`src/rtl/bus_dma_arbiter.sv`:
```
// Bus DMA arbiter: on a core write to TRIG_ADDR, stalls the core and copies
// 256 bytes from page {PAGE,00..FF} to DEST_ADDR via interleaved READ/WRITE.
module bus_dma_arbiter #(
  parameter logic [15:0] TRIG_ADDR = 16'h4014,
  parameter logic [15:0] DEST_ADDR = 16'h2004
) (
  input  logic        PHI0,
  input  logic        RES,
  input  logic [15:0] CPU_A,
  input  logic        CPU_RnW,
  input  logic [7:0]  CPU_DO,
  input  logic [7:0]  DI,
  output logic        RDY,
  output logic [15:0] A,
  output logic        RnW,
  output logic [7:0]  DO,
  output logic        BUSY,
  output logic        PAR
);

  localparam int unsigned ST_W = 3;

  localparam logic [ST_W-1:0] S_IDLE  = 3'd0;
  localparam logic [ST_W-1:0] S_HALT  = 3'd1;
  localparam logic [ST_W-1:0] S_ALIGN = 3'd2;
  localparam logic [ST_W-1:0] S_READ  = 3'd3;
  localparam logic [ST_W-1:0] S_WRITE = 3'd4;

  logic [ST_W-1:0] state;
  logic [ST_W-1:0] state_nxt;
  logic [7:0]      page;
  logic [7:0]      idx;
  logic [7:0]      data;
  logic            par;
  logic            trig_c;

  // A trigger is only honoured while idle; writes during a transfer are ignored
  assign trig_c = (state == S_IDLE) && (CPU_A == TRIG_ADDR) && !CPU_RnW;

  // Next-state logic
  always_comb begin
    state_nxt = state;
    case (state)
      S_IDLE:  if (trig_c) state_nxt = S_HALT;
      // Wait for the core to stall on a read; READ must land on an even cycle
      S_HALT:  if (CPU_RnW) state_nxt = par ? S_READ : S_ALIGN;
      S_ALIGN: state_nxt = S_READ;
      S_READ:  state_nxt = S_WRITE;
      S_WRITE: state_nxt = (idx == 8'hFF) ? S_IDLE : S_READ;
      default: state_nxt = S_IDLE;
    endcase
  end

  // State and cycle-parity registers
  always_ff @(posedge PHI0) begin
    if (RES) begin
      state <= S_IDLE;
      par   <= 1'b0;
    end else begin
      state <= state_nxt;
      par   <= ~par;
    end
  end

  // Transfer datapath: source page, byte index and the byte in flight
  always_ff @(posedge PHI0) begin
    if (RES) begin
      page <= 8'h00;
      idx  <= 8'h00;
      data <= 8'h00;
    end else begin
      if (trig_c) begin
        page <= CPU_DO;
        idx  <= 8'h00;
      end
      if (state == S_READ)  data <= DI;
      if (state == S_WRITE) idx  <= idx + 8'd1;
    end
  end

  // Bus mux: core passes through unless the DMA owns the cycle; reset forces pass-through
  always_comb begin
    RDY  = 1'b1;
    A    = CPU_A;
    RnW  = CPU_RnW;
    DO   = CPU_DO;
    BUSY = 1'b0;
    if (!RES) begin
      BUSY = (state != S_IDLE);
      case (state)
        S_HALT: RDY = 1'b0;
        S_ALIGN: begin
          RDY = 1'b0;
          RnW = 1'b1;
        end
        S_READ: begin
          RDY = 1'b0;
          A   = {page, idx};
          RnW = 1'b1;
        end
        S_WRITE: begin
          RDY = 1'b0;
          A   = DEST_ADDR;
          RnW = 1'b0;
          DO  = data;
        end
        default: ;
      endcase
    end
  end

  assign PAR = par;

endmodule

```
`config.mk`:
```
export PLATFORM = sky130hd
export DESIGN_NAME = bus_dma_arbiter
export DESIGN_NICKNAME = d
export VERILOG_FILES = /design/src/rtl/bus_dma_arbiter.sv
export SDC_FILE = /design/constraint.sdc
export NUM_CORES = 1
export LEC_CHECK = 0
export CORE_MARGIN = 2
export CORE_UTILIZATION = 40
export CTS_CLUSTER_DIAMETER = 80
export DETAILED_ROUTE_END_ITERATION = 8
export PLACE_DENSITY_LB_ADDON = 0.3
export SYNTH_ARGS = -nofsm -noshare
export SYNTH_HDL_FRONTEND = slang
export SYNTH_SLANG_ARGS = --single-unit
```
`constraint.sdc`:
```
create_clock -name PHI0 -period 2.01 [get_ports PHI0]
set_input_delay 0.402 -clock PHI0 [delete_from_list [all_inputs] [get_ports PHI0]]
set_output_delay 0.402 -clock PHI0 [all_outputs]
set_load 0.1 [all_outputs]
```
# [Yosys cells after proc, flatten, opt, wreduce, memory -nomap -nowiden]
# Index checks and enable logic that the tools add are counted.
# Widths: inputs -> output; s select.
[classes] addsub=1 n_eq_ne=8 mux=16 bitwise=1 reduce_logical=9
[ops] cell="$mux 8" count=4
[ops] cell="$pmux 16 s2" count=1
[ops] cell="$eq 16x15->1 const B" count=1
[ops] cell="$mux 16" count=1
[ops] cell="$pmux 3 s5" count=1
[ops] cell="$add 8x1->8 const B" count=1
[ops] cell="$eq 8x8->1 const B" count=1
[ops] cell="$eq 3x2->1 const B" count=2
[ops] cell="$mux 3" count=2
[ops] cell="$mux 1" count=5
[ops] cell="$ne 2x2->1 const B" count=2
[ops] cell="$reduce_or 4->1" count=1
[ops] cell="$eq 3x1->1 const B" count=1
[ops] cell="$eq 3x3->1 const B" count=1
[ops] cell="$logic_not 3->1" count=1
[ops] cell="$reduce_bool 3->1" count=1
[ops] cell="$logic_and 1x1->1" count=2
[ops] cell="$mux 2" count=1
[ops] cell="$pmux 1 s2" count=1
[ops] cell="$reduce_and 2->1" count=1
[ops] cell="$reduce_bool 2->1" count=1
[ops] cell="$reduce_or 2->1" count=1
[ops] cell="$logic_not 1->1" count=1
[ops] cell="$not 1->1" count=1
[totals] ff_bits=28 input_bits=35 output_inout_bits=28 wordCells=40

# [Longest topological paths before layout]
[depth] word_depth=5 ltp_mapped=8 depth_no_buf=5

# [Worst setup path before layout]
# OpenSTA, ideal clock, no wires.
[synth_path] path_kind="register -> output" startpoint="register state[1]" endpoint="output port RDY" arrival_ns=2.678 slack_ns=-1.070 path_stages_with_launch=4 path_buffers=1 path_cell_list="dfxtp_1 -> buf_2 -> nor3b_2 -> o21ai_0"
[synth_via] elab_chain_cells=4 elab_cells_between_ends=7
[synth_lines] item="from (decl)" line="29" source="logic [ST_W-1:0] state;"
[synth_lines] item="from (signal assigned)" line="60" source="state <= state_nxt;"
[synth_lines] item="$eq 3x2->1 (tied with other cells)" line="90" source="case (state)"
[synth_lines] item="$reduce_or 4->1 (no line) *"
[synth_lines] item="$mux 1 *" line="90"
[synth_lines] item="$mux 1 *" line="88" source="if (!RES) begin"
[synth_lines] item="to (decl)" line="13" source="output logic RDY,"
# Mark *: on every way between the ends. The rest lies on a longest branch, timed or not.

# [Worst setup path after layout]
[layout_path] startpoint="register state[2]" endpoint="output port DO[2]"
[layout_via] elab_chain_cells=3
[layout_lines] item="$eq 3x3->1" line="90"
[layout_lines] item="$mux 8" line="90"
[layout_lines] item="$mux 8" line="88"
[layout_lines] item="to (decl)" line="16" source="output logic [7:0] DO,"
# Every way passes these cells.

==> summary.md <==
| Metric | Value |
|---|---|
| DR iter-0 viols | 182 |
| Slew Limit Fails | 0 |
| Core box area | 3940 um^2 |
| R2r endpoint | idx[5] |
| Detailed placer's ending HPWL | 3.69 mm |
| CP Launch Type | register |
| Placed insts | 306 |
| Compound-Gate Fraction of Synth Area | 0.221 |
| Internal Power | 963 uW |
| GRT overflow | 0 |
| CTS HTree Levels | 1 |
| Hold buffer count at cts | 0 |
| Sink Count | 28 |
| WL final | 5.96 mm |
| DP Worst Slack | -0.453 ns |
| Syn nets | 220 |
| Post-DRT Antenna Nets | 0 |
| Final min period | 2.31 ns |
| Die footprint | 4550 um^2 |
| Worst r2r src | state[2] |
| Antenna diodes | 0 |
| Worst-Margin Slew | 0.418 ns |
| Hold path endpoint | PAR |
| CP max FO | 10 |
| Worst Setup SP | state[2] |
| FMAX | 433 MHz |
| I/O Buffers | 62 |
| Die H | 67.4 um |
| Status | complete, but fails checks |
| Nets | 313 |
| Hold Path Depth | 1 |
| Site Rows | 23 |
| Endpoints failing hold | 0 |
| Worst path required time | 1.61 ns |
| GPL Wtd Cong | 0.879 |
| Post-Synthesis Cells | 184 |
| P_leak | 0.00133 uW |
| First-pass DRT Iterations | 5 |
| Syn Area/Cell | 8.74 um^2 |
| Via count | 1,844 |
| Die Width | 67.4 um |
| Failing checks | negative setup slack |
| Post-synthesis sequential area ratio | 0.348 |
| Top FF cell, synth | dfxtp_1 |
| WL per Instance | 18.3 um |
| Total global-route track usage | 0.259 |
| Initial Utilization | 0.408 |
| # fillers | 236 |
| Clock Power Share | 0.249 |
| Area Overhead vs Synth | 92.3% |
| Worst reg2reg setup slack | 0.31 ns |
| Post-Layout Cell Count | 326 |
| Fraction of layout cells with a size suffix above 1 | 0.438 |
| RSZ-0062 raised after global routing | true |
| Net Sw Frac | 0.338 |
| Post-Synth Simple-Gate Area | 0.235 |
| TritonCTS Buffers | 3 |
| Final Skew | 0.00319 ns |
| Root Driver | clkbuf_8 |
| Flop pwr share | 0.383 |
| Mapped Area | 1610 um^2 |
| Largest net degree at the start of global routing | 20 |
| Vias in the first global route | 1,815 |
| Gate power share | 0.368 |
| Initial antenna violation count | 0 |
| Distinct cells, synth | 41 |
| Synth Warn # | 0 |
| Post-Synth Adder-Cell Area | 0.00778 |
| FFs w/ async S/R, synth | 0 |
| Detail-routed via count per cell | 5.66 |
| WS Path Type | reg2out |
| CTS tree | yes |
| First-pass GRT wire length | 8.96 mm |
| Psw | 491 uW |
| Clock Latency Late Sink | 0.28 ns |
| Min Hold Slack | 0.434 ns |
| Setup tns final | -5.68 ns |
| Max-slew headroom | 0.720 |
| Synth Register Bits | 28 |
| Hold Crit Start | PAR |
| Mux cell area share after synthesis | 0.106 |
| Crit end category | primary output |
| Endpoints failing setup | 24 |
| I/O pin cnt | 63 |
| Largest family of logic cells by synthesized area | simple AND/OR/NAND/NOR gates |
| Maximum vdd drop | 0.601 mV |
| Maxcap violations | 0 |
| CTS Buffer Depth | 2 |
| EDFF count, synth | 0 |
| Final Cycle Share | 1.15 |
| DRC Markers | 0 |
| R2R depth | 7 |
| Synth Area in XOR/XNOR | 0.00544 |
| Power Density | 470 nW/um^2 |
| Final Worst Setup Slack | -0.299 ns |
| Worst-path clk slew | 0.10 ns |
| WP data arrival | 1.91 ns |
| Hold Crit Class | reg2reg |
[worst max-delay path, stage by stage (launching register included)]
cell and delay, ns:
dfxtp_2 0.36, or3b_4 0.42, nor2_8 0.14, buf_8 0.16, mux2_2 0.37, buf_12 0.17
[worst max-delay path by stage]
stage | depth (start not counted) | slack, ns | to
CTS | 5 | -0.27 | DO[2]
detailed placement | 6 | -0.45 | A[8]
global placement | 6 | -0.42 | A[8]
finish | 5 | -0.30 | DO[2]
floorplan | 7 | -0.15 | A[13]
global route | 5 | -0.33 | DO[2]
[cells in the final DEF, fill, tap and decap left out, types with 3 or more instances in the layout]
cell / instances
dfxtp_1: 25
buf_6: 6
mux2i_1: 8
dfxtp_2: 3
and3_1: 4
mux2_2: 7
nor2_1: 17
a22o_4: 7
nand3_1: 13
buf_12: 30
a22o_2: 7
nand4_1: 3
nand2_1: 4
clkdlybuf4s50_1: 33
nor2_4: 3
clkbuf_8: 4
o21ai_0: 13
o21ai_4: 3
buf_4: 30
a21oi_1: 13
[layout make-up]
| class | instances | area, um^2 | share of cell area |
|---|---|---|---|
| Timing Repair Buffer | 103 | 1280 | 0.415 |
| Sequential cell | 28 | 564 | 0.182 |
| Inverter | 3 | 11.3 | 0.00364 |
| Clock buffer | 4 | 55.1 | 0.0178 |
| Multi-Input combinational cell | 138 | 1120 | 0.361 |
| Tap cell | 50 | 62.6 | 0.0202 |
[flip-flops by register name (all words and copies together), names as in the netlist]
register  flops
PAR           1
data          8
idx           8
page          8
state         3
[what timing repair did]
action                                  CTS  global route
hold endpoints to repair                  0             0
cloned                                    1             1
buffers inserted                         11             3
resized for setup                        22            17
pin swaps                                 3             1
endpoints found under the setup margin   26            39
[routing by layer]
layer,track usage,vias up,routed length [um]
met5,0,-,0
met4,0.0893,0,173
met3,0.0433,21,326
met2,0.454,87,3070
met1,0.321,870,2380
li1,-,866,-
[kinds of logic after synthesis]
logic type,after synthesis
multiplexers,16
AND/OR/NAND/NOR,65
adder cells (fa/ha/maj),1
XOR/XNOR,1
flip-flops,28
AO/OA/AOI/OAI,55
buffers and inverters,18
[power groups by stage]
stage / Sequential, uW / Clock (uW) / Combinational [uW]
after detailed placement: 570 / 0 / 498
after floorplan: 580 / 0 / 253
final: 557 / 362 / 535
after global placement: 570 / 0 / 496
after global routing: 557 / 385 / 551
after CTS: 557 / 362 / 526
[metrics by stage]
step | util | area (um^2) | power [uW]
floorplan | - | 1700 | 833
global placement | 0.691 | 2720 | 1070
detailed placement | 0.691 | 2720 | 1070
CTS | 0.760 | 3000 | 1440
global route | 0.785 | 3090 | 1490
finish | 0.785 | 3090 | 1450
[cell usage after synthesis (2+ instances only)]
master	count	area, um^2
nand3_1	13	65.1
nand3b_1	2	15.0
a21oi_1	15	75.1
nor2_1	19	71.3
nor3b_1	2	15.0
buf_4	2	15.0
buf_6	6	67.6
mux2i_1	8	80.1
o31ai_1	2	15.0
nor3_1	2	10.0
o21ai_0	16	80.1
nor2_2	2	12.5
dfxtp_1	28	561
inv_1	3	11.3
nand2_1	5	18.8
a311oi_1	2	17.5
a22o_1	14	123
mux2_1	8	90.1
buf_2	3	15.0
clkbuf_1	4	15.0
nand4_1	3	18.8
and3_1	4	25.0
o21ai_1	2	10.0
or3_1	2	12.5
Note: power is estimated with default switching activity, not from simulation.
==> edit: new RTL, same flow settings <==
Set the localparam `ST_W` to 6 (it was 3).
--- a/src/rtl/bus_dma_arbiter.sv
+++ b/src/rtl/bus_dma_arbiter.sv
@@ -19,5 +19,5 @@
 );
 
-  localparam int unsigned ST_W = 3;
+  localparam int unsigned ST_W = 6;
 
   localparam logic [ST_W-1:0] S_IDLE  = 3'd0;
Check against the original RTL: same outputs for any inputs over 10 cycles, from zero or initial values; that may be too few to reach the edited logic, so the function may still have changed.
==> edit against the original RTL <==
The flow still finishes with violations (setup timing). Clock skew rose by 3.1 ps. Total power up 3.4%. Synthesized area is 2.7% higher. Routed wire length fell by 13%. Sequential share of layout area grew 0.55 points. Setup slack better by 290 ps. Cell area shrank 2.3%. Sequential cell count unchanged. Highest routed layer unchanged.
==> edit: results (changes against the original RTL) <==
run_status: "complete, but fails checks"
violations_in_the_final_reports: "setup timing"
critical_path.max_fanout: 11  # +1
synth.lib_cells_used.distinct: 43  # +4.9%
slowest_stage: "sky130_fd_sc_hd__mux2_4"
ys_top_cells_by_area: "sky130_fd_sc_hd__dfxtp_1, sky130_fd_sc_hd__o21ai_0, sky130_fd_sc_hd__nand2_1, sky130_fd_sc_hd__a21oi_1, sky130_fd_sc_hd__mux2i_1"
post_synth_net_total: 250  # +14%
detailed_place_hpwl_um: 3970  # +7.5%
final.setup.worst_slack_ps: -11.3  # +288 ps
final_cell_area_mm2: 0.00302  # -2.3%
filler_cell_count_in_the_final_layout: 282  # +19%
final_replace_weighted_congestion: 0.848  # -3.6%
tns_ps: -11.3  # +5670 ps
global_route_usage_over_all_layers_pct: 23.5  # -2.5 points
viasPerCell: 5.43  # -4.0%
drt_pre_antenna_iters: 4  # -1
synth.cells.most_frequent: "sky130_fd_sc_hd__nand2_1, sky130_fd_sc_hd__o21ai_0, sky130_fd_sc_hd__dfxtp_1, sky130_fd_sc_hd__nor2_1, sky130_fd_sc_hd__a21oi_1"
net_sw_power_uw: 477  # -2.8%
peakVddDrop_mv: 0.470  # -22%
clkSlewWorstSetupHoldPaths_ps: 90
synth_top_cell_area_share_pct: 33.9  # -0.92 points
worst-slew-pin-transition_ps: 526  # +107 ps
final.setup_skew_ps: 6.32  # +3.13 ps
detailedPlace.worstSlack_ps: -291  # +162 ps
ys_seq_area_share_pct: 33.9  # -0.92 points
postRouteWirelength_um: 5160  # -13%
violation_count_after_the_first_detailed_routing_iteration: 106  # -42%
grt_first_pass_wirelength_um: 8300  # -7.4%
grt_max_degree: 24  # +20%
number_of_endpoints_failing_setup_at_the_final_stage: 1  # -96%
grt_pass1_vias: 1852  # +2.0%
post_route_cells_drive_above_1_share_pct: 35.6  # -8.2 points
-- edit: timing repair --
| item | 4_1_cts | 5_1_grt |
|---|---|---|
| resized for setup | 15 | 3 |
| buffers inserted | 0 | 4 |
| endpoints found under the setup margin | 25 | 22 |
| pin swaps | 2 | 3 |
-- edit: path summary, 6_finish.rpt --
kind / start / to / slack, ps / cells after the start
worst min register to register: PAR$_SDFF_PP0_ / PAR$_SDFF_PP0_ / 460 / 1
worst max register to register: state[0]$_SDFFE_PP0P_ / idx[5]$_SDFFE_PP0P_ / 330 / 5
worst min-delay path: PAR$_SDFF_PP0_ / PAR$_SDFF_PP0_ / 460 / 1
worst max-delay path: RES / DO[6] / -10 / 7
-- edit: cells by family after synthesis --
logic type,synth area share (%)
and+or+nand+nor,26.6
AOI/OAI and AO/OA,20.0
DFF,33.9
buffers and inverters,7.42
muxes,10.3
xor gates and xnor gates,1.06
adders and majority gates,0.757
-- edit: per-layer routing --
| layer | vias to the layer above | global-route usage (%) | wire length [um] |
|---|---|---|---|
| met5 | - | 0 | 0 |
| met4 | 0 | 4.50 | 29 |
| met3 | 4 | 5.92 | 258 |
| met2 | 48 | 43.0 | 2730 |
| met1 | 888 | 27.6 | 2140 |
| li1 | 917 | - | - |
-- edit: final cells by class --
cell class | instances | area share (%)
multi-input combinational | 164 | 37.7
clock inverter | 1 | 0.993
tap | 50 | 2.07
timing repair buffer | 93 | 38.7
clock buffer | 3 | 1.37
sequential | 28 | 18.8
inverter | 3 | 0.373
-- edit: power groups by stage --
stage               Combinational, mW  Clock [mW]  Sequential, mW
floorplan                       0.263           0           0.580
global route                    0.518       0.484           0.555
finish                          0.500       0.450           0.554
detailed placement              0.498           0           0.570
global placement                0.494           0           0.570
CTS                             0.501       0.457           0.554
-- edit: worst max-delay path: cells and delay by family --
kind | cells | cell delay [ps]
and+or+nand+nor | 2 | 240
buffers and inverters | 4 | 660
muxes | 1 | 310
-- edit: per-stage QoR --
stage	total power, mW	cells
floorplan	0.843	214
finish	1.50	342
detailed placement	1.07	334
global placement	1.06	334
global route	1.56	342
CTS	1.51	338
